### config.mk
export PLATFORM = sky130hd
export DESIGN_NAME = i2s_rx_ctrl
export DESIGN_NICKNAME = d
export VERILOG_FILES = /design/src/rtl/i2s_pkg.sv /design/src/rtl/i2s_slot_shifter.sv /design/src/rtl/i2s_rx_ctrl.sv
export SDC_FILE = /design/constraint.sdc
export NUM_CORES = 1
export LEC_CHECK = 0
export CAP_MARGIN = 20
export CORE_ASPECT_RATIO = 1.4
export CORE_MARGIN = 2
export CORE_UTILIZATION = 55
export DETAILED_ROUTE_END_ITERATION = 16
export PLACE_DENSITY_LB_ADDON = 0.2
export SLEW_MARGIN = 40
export SYNTH_ARGS = -nofsm -noshare
export SYNTH_HDL_FRONTEND = slang
export SYNTH_SLANG_ARGS = --single-unit
### constraint.sdc
create_clock -name clk_i -period 3 [get_ports clk_i]
set_input_delay 0.45 -clock clk_i [delete_from_list [all_inputs] [get_ports clk_i]]
set_output_delay 0.45 -clock clk_i [all_outputs]
set_load 0.03 [all_outputs]
### src/rtl/i2s_pkg.sv
// i2s_pkg: receive-path state type plus bit-index and warm-up frame-counter widths
package i2s_pkg;
  typedef enum logic [1:0] {RX_IDLE, RX_WARMUP, RX_RUN, RX_STOP} i2s_rx_state_e;
  localparam int BIT_IDX_W = 8;
  localparam int FRM_CNT_W = 8;
endpackage

### src/rtl/i2s_slot_shifter.sv
// i2s_slot_shifter: SCK rise detect, WS change detect, saturating bit_idx, MSB-first shift; in clk_i/rst_i/sck_i/ws_i/sd_i, out word_done_o pulse, word_o, slot_o (ws level of the word)
module i2s_slot_shifter import i2s_pkg::*; #(
  parameter int DATA_W = 24
) (
  input  logic              clk_i,
  input  logic              rst_i,
  input  logic              sck_i,
  input  logic              ws_i,
  input  logic              sd_i,
  output logic              word_done_o,
  output logic [DATA_W-1:0] word_o,
  output logic              slot_o
);
  logic sck_q, ws_q, rise;
  logic [BIT_IDX_W-1:0] bit_idx, idx_n;
  assign rise = sck_i & ~sck_q;
  always_comb idx_n = (ws_i != ws_q) ? '0 : (&bit_idx ? bit_idx : bit_idx + 1'b1);
  always_ff @(posedge clk_i) begin
    if (rst_i) begin
      sck_q       <= 1'b0;
      ws_q        <= 1'b0;
      bit_idx     <= '0;
      word_o      <= '0;
      word_done_o <= 1'b0;
      slot_o      <= 1'b0;
    end else begin
      sck_q       <= sck_i;
      word_done_o <= rise && idx_n == BIT_IDX_W'(DATA_W);
      if (rise) begin
        ws_q    <= ws_i;
        bit_idx <= idx_n;
        if (idx_n != '0 && idx_n <= BIT_IDX_W'(DATA_W)) word_o <= (word_o << 1) | DATA_W'(sd_i);
        if (idx_n == BIT_IDX_W'(DATA_W)) slot_o <= ws_i;
      end
    end
  end
endmodule

### src/rtl/i2s_rx_ctrl.sv
// i2s_rx_ctrl: I2S mic capture sequencer; in clk_i/rst_i/enable_i/sck_i/ws_i/frame_start_i/sd_i/sample_ready_i, out clk_gen_en_o/busy_o/sample_l_o/sample_r_o/sample_valid_o/overflow_o; I2S_RX_OVF_CNT_EN adds ovf_count_o
module i2s_rx_ctrl import i2s_pkg::*; #(
  parameter int   SCKS_PER_FRAME = 64,
  parameter int   DATA_W         = 24,
  parameter int   WARMUP_FRAMES  = 2,
  parameter logic WS_POL         = 1'b0
) (
  input  logic              clk_i,
  input  logic              rst_i,
  input  logic              enable_i,
  input  logic              sck_i,
  input  logic              ws_i,
  input  logic              frame_start_i,
  input  logic              sd_i,
  output logic              clk_gen_en_o,
  output logic              busy_o,
  output logic [DATA_W-1:0] sample_l_o,
  output logic [DATA_W-1:0] sample_r_o,
  output logic              sample_valid_o,
  input  logic              sample_ready_i,
  output logic              overflow_o
`ifdef I2S_RX_OVF_CNT_EN
  ,output logic [15:0]      ovf_count_o
`endif
);
  if (DATA_W < 1 || DATA_W > SCKS_PER_FRAME / 2 - 1) begin : g_bad_width
    $error("i2s_rx_ctrl: DATA_W must be within 1..SCKS_PER_FRAME/2-1");
  end
  if (SCKS_PER_FRAME / 2 >= 2 ** BIT_IDX_W || WARMUP_FRAMES >= 2 ** FRM_CNT_W) begin : g_bad_range
    $error("i2s_rx_ctrl: SCKS_PER_FRAME or WARMUP_FRAMES exceeds counter width");
  end
  i2s_rx_state_e state, state_n;
  logic [FRM_CNT_W-1:0] frm_cnt;
  logic [DATA_W-1:0] word, l_stage, r_stage;
  logic word_done, slot, word_left, capture, enter_run, push, drop, l_flag, r_flag;
  i2s_slot_shifter #(.DATA_W(DATA_W)) u_shifter (
    .clk_i(clk_i), .rst_i(rst_i), .sck_i(sck_i), .ws_i(ws_i), .sd_i(sd_i),
    .word_done_o(word_done), .word_o(word), .slot_o(slot)
  );
  always_ff @(posedge clk_i) begin
    if (rst_i) begin
      state   <= RX_IDLE;
      frm_cnt <= '0;
    end else begin
      state   <= state_n;
      frm_cnt <= state == RX_IDLE ? '0 : (state == RX_WARMUP && frame_start_i) ? frm_cnt + 1'b1 : frm_cnt;
    end
  end
  always_comb begin
    state_n = state;
    case (state)
      RX_IDLE:   if (enable_i) state_n = RX_WARMUP;
      RX_WARMUP: if (!enable_i) state_n = RX_IDLE;
                 else if (frame_start_i && frm_cnt == FRM_CNT_W'(WARMUP_FRAMES)) state_n = RX_RUN;
      RX_RUN:    if (!enable_i) state_n = RX_STOP;
      RX_STOP:   if (enable_i) state_n = RX_RUN;
                 else if (frame_start_i) state_n = RX_IDLE;
      default:   state_n = RX_IDLE;
    endcase
  end
  always_comb begin
    clk_gen_en_o = state != RX_IDLE;
    busy_o       = state != RX_IDLE;
    capture      = state == RX_RUN || state == RX_STOP;
  end
  // The word that completes the pair goes straight into the output register so the
  // push lands one clock after its last bit was sampled.
  assign word_left = slot == WS_POL;
  assign enter_run = state == RX_WARMUP && state_n == RX_RUN;
  assign push      = capture && word_done && (word_left ? r_flag : l_flag);
  assign drop      = push && sample_valid_o && !sample_ready_i;
  always_ff @(posedge clk_i) begin
    if (rst_i) begin
      l_flag         <= 1'b0;
      r_flag         <= 1'b0;
      l_stage        <= '0;
      r_stage        <= '0;
      sample_l_o     <= '0;
      sample_r_o     <= '0;
      sample_valid_o <= 1'b0;
      overflow_o     <= 1'b0;
    end else begin
      l_flag     <= ~(enter_run | frame_start_i) & l_flag | capture & word_done & word_left;
      r_flag     <= ~(enter_run | frame_start_i) & r_flag | capture & word_done & ~word_left;
      overflow_o <= drop;
      if (capture && word_done && word_left) l_stage <= word;
      if (capture && word_done && !word_left) r_stage <= word;
      if (push && (!sample_valid_o || sample_ready_i)) begin
        sample_l_o     <= word_left ? word : l_stage;
        sample_r_o     <= word_left ? r_stage : word;
        sample_valid_o <= 1'b1;
      end else if (sample_valid_o && sample_ready_i) begin
        sample_valid_o <= 1'b0;
      end
    end
  end
`ifdef I2S_RX_OVF_CNT_EN
  always_ff @(posedge clk_i) begin
    if (rst_i || (state == RX_IDLE && state_n == RX_WARMUP)) ovf_count_o <= '0;
    else if (drop && ~&ovf_count_o) ovf_count_o <= ovf_count_o + 1'b1;
  end
`endif
endmodule

; After elaboration in Yosys (flattened, before gate mapping)
; Cells that the tools add are included.
[word_totals]
register_bits = 146
in_bits = 8
output_inout_bits = 52
[op_classes]
n_addsub = 2
magnitude_cmp = 1
eq_ne = 7
muxes = 14
bitwise = 13
reduce_logical = 25
[op_table]
columns = cell, n
row1 = $mux 24, 2
row2 = $or 24x1->24, 1
row3 = $add 8x1->8 const B, 2
row4 = $mux 8, 2
row5 = $logic_and 1x1->1, 13
row6 = $mux 2, 6
row7 = $eq 8x2->1 const B, 1
row8 = $eq 8x5->1 const B, 1
row9 = $le 8x5->1 const B, 1
row10 = $pmux 2 s4, 1
row11 = $reduce_and 8->1, 1
row12 = $reduce_bool 8->1, 1
row13 = $and 1x1->1, 6
row14 = $eq 2x2->1 const B, 3
row15 = $reduce_and 2->1, 2
row16 = $reduce_bool 2->1, 2
row17 = $mux 1, 3
row18 = $not 1->1, 3
row19 = $or 1x1->1, 3
row20 = $eq 2x1->1 const B, 1
row21 = $logic_not 1->1, 2
row22 = $logic_not 2->1, 1
row23 = $logic_or 1x1->1, 2
row24 = $reduce_or 2->1, 1
row25 = $ne 1x1->1, 1

; Logic depth before layout (Yosys ltp)
; Gate-level depths: netlist of the first run.
[depth]
depth_word = 11
mapped_depth = 11
ltp_nobuf = 8

; Cells and area by module
; Synthesis of the first run repeated with hierarchy kept, for this count alone.
[hier_totals]
hier_cells = 711
area_unflattened_um2 = 6551.3
[modules_own_cells]
columns = mod, n_inst, cells_each, area_each_um2
row1 = i2s_rx_ctrl, 1, 544, 4880.9
row2 = i2s_slot_shifter, 1, 167, 1670.4

; Least setup slack after synthesis of the first run
; No wires, ideal clock.
[synth_timing]
path_type = flip-flop to flip-flop
start = register u_shifter.bit_idx[0]
end = register u_shifter.word_o[0]
t_arrival_ns = 2.030
required_time_ns = 2.928
path_slack_ns = 0.898
path_stages_with_launch = 12
n_path_buf = 4
synth_period_minus_slack_ns = 2.102
path_cell_list = dfxtp_1 > ha_1 > buf_6 > and3_1 > buf_2 > a31o_1 > a21oi_1 > nor2b_2 > and3_1 > buf_6 > buf_12 > mux2i_1
[synth_between]
elab_chain_len = 6
word_cells_on_any_way = 8
cone_classes = add/sub: 1 / order compare: 1 / mux: 2 / reduce/logical: 4
[synth_lines]
columns = item, line_no
row1 = "start, declared", i2s_slot_shifter.sv:15  ; logic [BIT_IDX_W-1:0] bit_idx, idx_n;
row2 = "start signal, assigned", i2s_slot_shifter.sv:31  ; bit_idx <= idx_n;
row3 = $add 8x1->8 or $reduce_and 8->1 (tied branches), i2s_slot_shifter.sv:17  ; always_comb idx_n = (ws_i != ws_q) ? '0 : (&bit_idx ? bit_idx : bit_idx + 1'b1);
row4 = $mux 8 * (2 in a row), i2s_slot_shifter.sv:17
row5 = $le 8x5->1 or $reduce_bool 8->1 (tied branches), i2s_slot_shifter.sv:32  ; if (idx_n != '0 && idx_n <= BIT_IDX_W'(DATA_W)) word_o <= (word_o << 1) | DATA_W'(sd_i);
row6 = $logic_and 1x1->1 *, i2s_slot_shifter.sv:32
row7 = $reduce_and 2->1 (no source line) *, n/a
row8 = "end signal, assigned", i2s_slot_shifter.sv:32
row9 = "end, declared", i2s_slot_shifter.sv:11  ; output logic [DATA_W-1:0] word_o,
; Every way passes the cells marked *; elsewhere a longest branch is shown, timed or not.
; A chain may end at the register's enable or synchronous reset.

; Worst setup path after layout of the first run
[layout_timing]
start = register u_shifter.bit_idx[0]
end = register u_shifter.word_o[9]
; Same word-level chain as after synthesis.

==> results of run 1 <==
-- layer usage --
layer	wire (um)	global-route usage [%]
met5	0	0
met4	172	7.81
met3	400	5.53
met2	6040	37.9
met1	5440	26.0
-- layout by cell type, fill, tap and decap left out, drive strengths merged, types with 13 or more instances in the layout --
cell type      Yosys  final
dfxtp            146    146
clkdlybuf4s50      0     58
nand2            106    106
mux2i             74     74
nand2b            31     31
a21oi             65     65
clkbuf            31     22
a211oi            51     51
buf               23     13
nor2              69     69
-- sequential cells by signal (all words and copies together), names as in the netlist, 2 cells and up --
name / flops
state: 2
u_shifter.word_o: 24
u_shifter.bit_idx: 8
sample_l_o: 24
sample_r_o: 24
l_stage: 24
r_stage: 24
frm_cnt: 8
-- path summary, 6_finish.rpt --
path	endpoint	slack [ns]	cells past startpoint
hold / removal	l_stage[15]$_SDFFE_PP0P_	0.45	2
setup / recovery	u_shifter.word_o[9]$_SDFFE_PP0P_	0.56	8
hold reg to reg	l_stage[15]$_SDFFE_PP0P_	0.45	2
setup reg to reg	u_shifter.word_o[9]$_SDFFE_PP0P_	0.56	8
-- per-stage QoR --
stage | cells | area, um^2
6_report | 851 | 7250
5_1_grt | 851 | 7250
4_1_cts | 851 | 7250
3_5_place_dp | 820 | 6620
3_3_place_gp | 820 | 6620
2_1_floorplan | 662 | 6030
-- power by group through the flow --
stage          clock [mW]  combinational [mW]  sequential, mW
3_5_place_dp            0               0.116            1.99
4_1_cts              2.26               0.117            1.95
6_report             2.22               0.117            1.95
5_1_grt              2.34               0.128            1.95
2_1_floorplan           0              0.0958            1.99
3_3_place_gp            0               0.113            1.99
-- worst max-delay path: cells and delay by family (launching register included) --
family | cells | cell delay [ns]
adders and majority gates | 1 | 0.34
AOI/OAI and AO/OA | 1 | 0.27
buffers and inverters | 1 | 0.24
DFF | 1 | 0.40
muxes | 2 | 0.52
and+or+nand+nor | 3 | 0.59
-- cells by family (layout without fill, tap and decap cells) --
group	count (synthesis)	after routing	synth area share [%]
AOI/OAI and AO/OA	131	131	13.9
xor gates and xnor gates	9	9	1.43
adders and majority gates	3	3	0.623
buffers and inverters	55	103	4.73
DFF	146	146	48.5
muxes	74	74	12.3
and+or+nand+nor	244	244	18.5
-- final cells by class --
| type | instances | area (um^2) |
|---|---|---|
| timing repair buffer | 71 | 691 |
| fill | 872 | 3500 |
| clock inverter | 9 | 154 |
| clock buffer | 22 | 474 |
| inverter | 1 | 3.75 |
| tap | 141 | 176 |
| sequential | 146 | 2920 |
| multi-input combinational | 461 | 2830 |
==> results.cfg, run 1 <==
[outcome]
status = finished clean

[pwr]
peakVddDrop_mv = 0.447
swShare_pct = 19.8
intPower_mw = 3.44
p_switching_mw = 0.848
pwr-share-clk_pct = 51.8
power.leakage_nw = 2.32
p_per_area_nw_per_um2 = 592
share_comb_of_total_power_pct = 2.7
p_seq_share_pct = 45.4
finalPower_mw = 4.29

[clock_tree]
cts-resized-gates = 0
clock-root-buffer = clkbuf_16
cts_setup_buffers = 0
clock_sinks = 146
clk_pin_slew_worst_paths_ns = 0.06
cts_hold_buf = 0
cts_tree = yes
clkLatencyLatePin_ns = 0.42
numCtsBuffers = 17
max-clock-path-buffers = 2
cts-htree-levels = 4

[drt]
dr_total_vias = 4640
drtIter0Drc = 227
wl_per_cell_um = 14.2
first_pass_iters = 4
drc = 0
routed_wirelength_um = 12100
vias_per_cell = 5.45
drtAntennaViolNets = 0

[die]
initial_core_util_pct = 56.0
design.die.area_um2 = 11800
core-area_um2 = 10800
core.rowCount = 45
die-width_um = 92.5
io_pins = 60
fp.dieH_um = 128

[synthesis]
synth_area_leaders = dfxtp_1, mux2i_1, nand2_1
synth-seq-cells = 146
synth.net_count = 673
netlist_area_um2 = 6030
synth_top_flop_cell = dfxtp_1
yosys_warnings = 0
yosys.area.top_type = dfxtp_1
yosysSeqAreaShare_pct = 48.5
synth.distinct_cells = 46
syn_inst = 662
yosysTopAreaCellShare_pct = 48.5
ys_async_sr_fraction_pct = 0
synth-edff-count = 0
synth.cells.most_frequent = dfxtp_1, nand2_1, mux2i_1
yosysMostFrequentCell = dfxtp_1
synth.avg_cell_area_um2 = 9.10

[timing]
hold_viol = 0
clock_skew_ns = 0.00625
final.period_utilization_pct = 81.5
final-setup-viol-count = 0
fin_setup_tns_ns = 0
tightest_slew_ns = 0.735
fin_hold_ws_ns = 0.453
maxSlewViolCount = 0
layout_setup_ws_ns = 0.556
min_period_ns = 2.44
fmax_mhz = 409
relSlewSlack_pct = 51.0
grt_setup_unrepaired = false

[global_routing]
grt_pass1_vias = 4512
grt_pass1_wl_um = 20700
grt_max_degree = 97
globalRouteOverflowTotal = 0
grtUsageTotal_pct = 21.8
antenna_found_initial = 0

[finish]
area_delta_synth_final_pct = 20.3
final_net_count = 709
layout-drive-gt1-share_pct = 8.17
insertedDiodeCount = 0
fin_util_pct = 67.4

[min_path]
holdCritPathClass = reg2reg
worstHoldStart = l_stage[15]$_SDFFE_PP0P_

[setup_path]
slowest_stage = dfxtp_1
start_kind = flop
path_common_cell = mux2i_1
path_max_fanout = 12
critPathRequiredTime_ns = 3.33
rr_startpoint = u_shifter.bit_idx[0]$_SDFFE_PP0P_
cp-end-kind = flop
slowest_delay_ns = 0.40
cp-startpoint = u_shifter.bit_idx[0]$_SDFFE_PP0P_
crit_path_cell_trace = ha_1 > and4_4 > nand2b_4 > a21oi_1 > mux2i_1 > and3_1 > buf_4 > mux2i_1
arrival_ns = 2.78
crit_type = reg2reg

[place]
port_buffers = 59
pre_cts_slack_ns = 0.353
dp_hpwl_um = 7840
place_congestion = 0.785

[flow_run]
maxCapViolations = 0
No activity file was read; power rests on OpenSTA's default activity.
==> inputs of run 2 (changes only) <==
clock period = 2.25 ns   (was 3 ns; I/O delays follow)
==> run 2 against run 1 <==
  * Design area increased by 1.2%
  * Critical path depth unchanged
  * Largest power group unchanged
  * Sequential power increased by 33%
  * Global-route usage increased by 0.22 points
  * Wire length increased by 3.7%
  * Clock power increased by 21%
  * Non-clock buffer count increased by 9
  * Sequential cell count unchanged
  * Cell count increased by 0.94%
==> results.cfg, run 2 (synthesis gave the netlist of run 1 again) <==
[finish]
area_delta_synth_final_pct = 21.8
n_fill_cell = 848
multi_input_area_um2 = 2860
final_net_count = 718
mostFrequentLayoutCells = dfxtp_1, nand2_1, mux2i_1
seqCellArea_um2 = 2930
fin_cells = 859
final_common_cell = dfxtp_1
final_cell_area_um2 = 7340
insertedDiodeCount = 0
layout-drive-gt1-share_pct = 9.89

[die]
core.rowCount = 45
io_pins = 60
fp.dieH_um = 128
initial_core_util_pct = 56.0
core-area_um2 = 10800
design.die.area_um2 = 11800
die-width_um = 92.5

[drt]
drtIter0Drc = 289
vias_per_cell = 5.45
drc = 0
wl_per_cell_um = 14.5
first_pass_iters = 4
routed_wirelength_um = 12500
drtAntennaViolNets = 0
dr_total_vias = 4678

[setup_path]
reg2reg_slack_ns = 0.12
cp-end-kind = flop
critPathRequiredTime_ns = 2.58
crit_type = reg2reg
crit_family = simple AND/OR/NAND/NOR gates
slowest_delay_ns = 0.38
reg2reg_depth = 8
rr_startpoint = u_shifter.bit_idx[1]$_SDFFE_PP0P_
start_kind = flop
path_max_fanout = 11
critPathBufInv = 1
arrival_ns = 2.47
r2r_end = u_shifter.word_o[10]$_SDFFE_PP0P_
crit_path_cell_trace = ha_2 > and4_4 > nand2b_4 > a21oi_4 > mux2i_2 > and3_4 > buf_12 > mux2i_1
slowest_stage = dfxtp_1

[clock_tree]
clock_sinks = 146
max-clock-path-buffers = 2
cts_tree = yes
clkLatencyLatePin_ns = 0.41
clk_pin_slew_worst_paths_ns = 0.05
cts-htree-levels = 4
numCtsBuffers = 17
cts_setup_buffers = 0
clock-root-buffer = clkbuf_16

[global_routing]
grt_pass1_wl_um = 21000
grt_pass1_vias = 4571
globalRouteOverflowTotal = 0
use_met2_pct = 38.7
use_met1_pct = 25.3
antenna_found_initial = 0
grtUsageTotal_pct = 22.0
grt_max_degree = 97
met3_usage_pct = 6.53
busiest_layer = met2

[pwr]
share_comb_of_total_power_pct = 3.5
p_switching_mw = 1.10
p_seq_share_pct = 47.4
intPower_mw = 4.38
swShare_pct = 20.1
pwr-share-clk_pct = 49.1
power.leakage_nw = 2.36
p_per_area_nw_per_um2 = 747
peakVddDrop_mv = 0.567

[timing]
final.period_utilization_pct = 94.8
layout_setup_ws_ns = 0.117
clock_skew_ns = 0.00734
fmax_mhz = 469
fin_setup_tns_ns = 0
tightest_slew_ns = 0.577
hold_viol = 0
min_period_ns = 2.13
maxSlewViolCount = 0
fin_hold_ws_ns = 0.343
final-setup-viol-count = 0
relSlewSlack_pct = 61.5

[place]
place_congestion = 0.857
pre_cts_slack_ns = -0.138
dp_hpwl_um = 7870
dp_cells = 828
port_buffers = 59
dpl_cell_area_um2 = 6720

[min_path]
holdCritPathClass = in2reg
hold-path-endpoint = state[1]$_SDFF_PP0_
min_path_cells = 2
worstHoldStart = rst_i

[outcome]
status = finished clean

[flow_run]
maxCapViolations = 0
[run 2: how the worst max path moves through the flow]
stage	to	cells past startpoint	startpoint
after floorplan	u_shifter.word_o[0]$_SDFFE_PP0P_	11	u_shifter.bit_idx[0]$_SDFFE_PP0P_
after global placement	u_shifter.word_o[5]$_SDFFE_PP0P_	8	ws_i
after detailed placement	u_shifter.word_o[17]$_SDFFE_PP0P_	8	ws_i
after CTS	u_shifter.word_o[10]$_SDFFE_PP0P_	8	u_shifter.bit_idx[0]$_SDFFE_PP0P_
after global routing	u_shifter.word_o[10]$_SDFFE_PP0P_	9	u_shifter.bit_idx[1]$_SDFFE_PP0P_
final	u_shifter.word_o[10]$_SDFFE_PP0P_	8	u_shifter.bit_idx[1]$_SDFFE_PP0P_
[run 2: timing repair]
item / 4_1_cts / 5_1_grt
hold buffers: 0 / 0
pin swaps: 0 / 0
cloned: 0 / 1
endpoints found under the setup margin: 22 / 22
gates resized for setup: 3 / 6
[run 2: final cells by class]
class	instances	area share [%]
sequential	146	39.9
multi-input combinational	461	38.9
timing repair buffer	80	11.1
clock buffer	24	6.57
tap	141	2.40
clock inverter	6	1.09
inverter	1	0.0512
[run 2: worst register-to-register path, cell delays in order, from the launching register on]
cell      delay (ns)
dfxtp_1         0.38
ha_2            0.24
and4_4          0.27
nand2b_4        0.09
a21oi_4         0.18
mux2i_2         0.27
and3_4          0.25
buf_12          0.16
mux2i_1         0.21
[run 2: power by group through the flow]
stage | sequential [mW] | clock (mW) | combinational [mW]
finish | 2.60 | 2.69 | 0.193
global route | 2.60 | 2.84 | 0.208
CTS | 2.60 | 2.72 | 0.178
detailed placement | 2.65 | 0 | 0.176
global placement | 2.65 | 0 | 0.171
floorplan | 2.65 | 0 | 0.128
[run 2: metal layers]
layer  vias to the layer above  part of all wire [%]
met5                         -                     0
met4                         0                   1.2
met3                        14                   4.7
met2                       113                    51
met1                      2186                    43
li1                       2365                     -
[run 2: through the flow]
step	total power, mW	util, %
floorplan	2.78	-
global placement	2.83	62.5
detailed placement	2.83	62.5
CTS	5.50	67.8
global route	5.65	68.2
finish	5.48	68.2
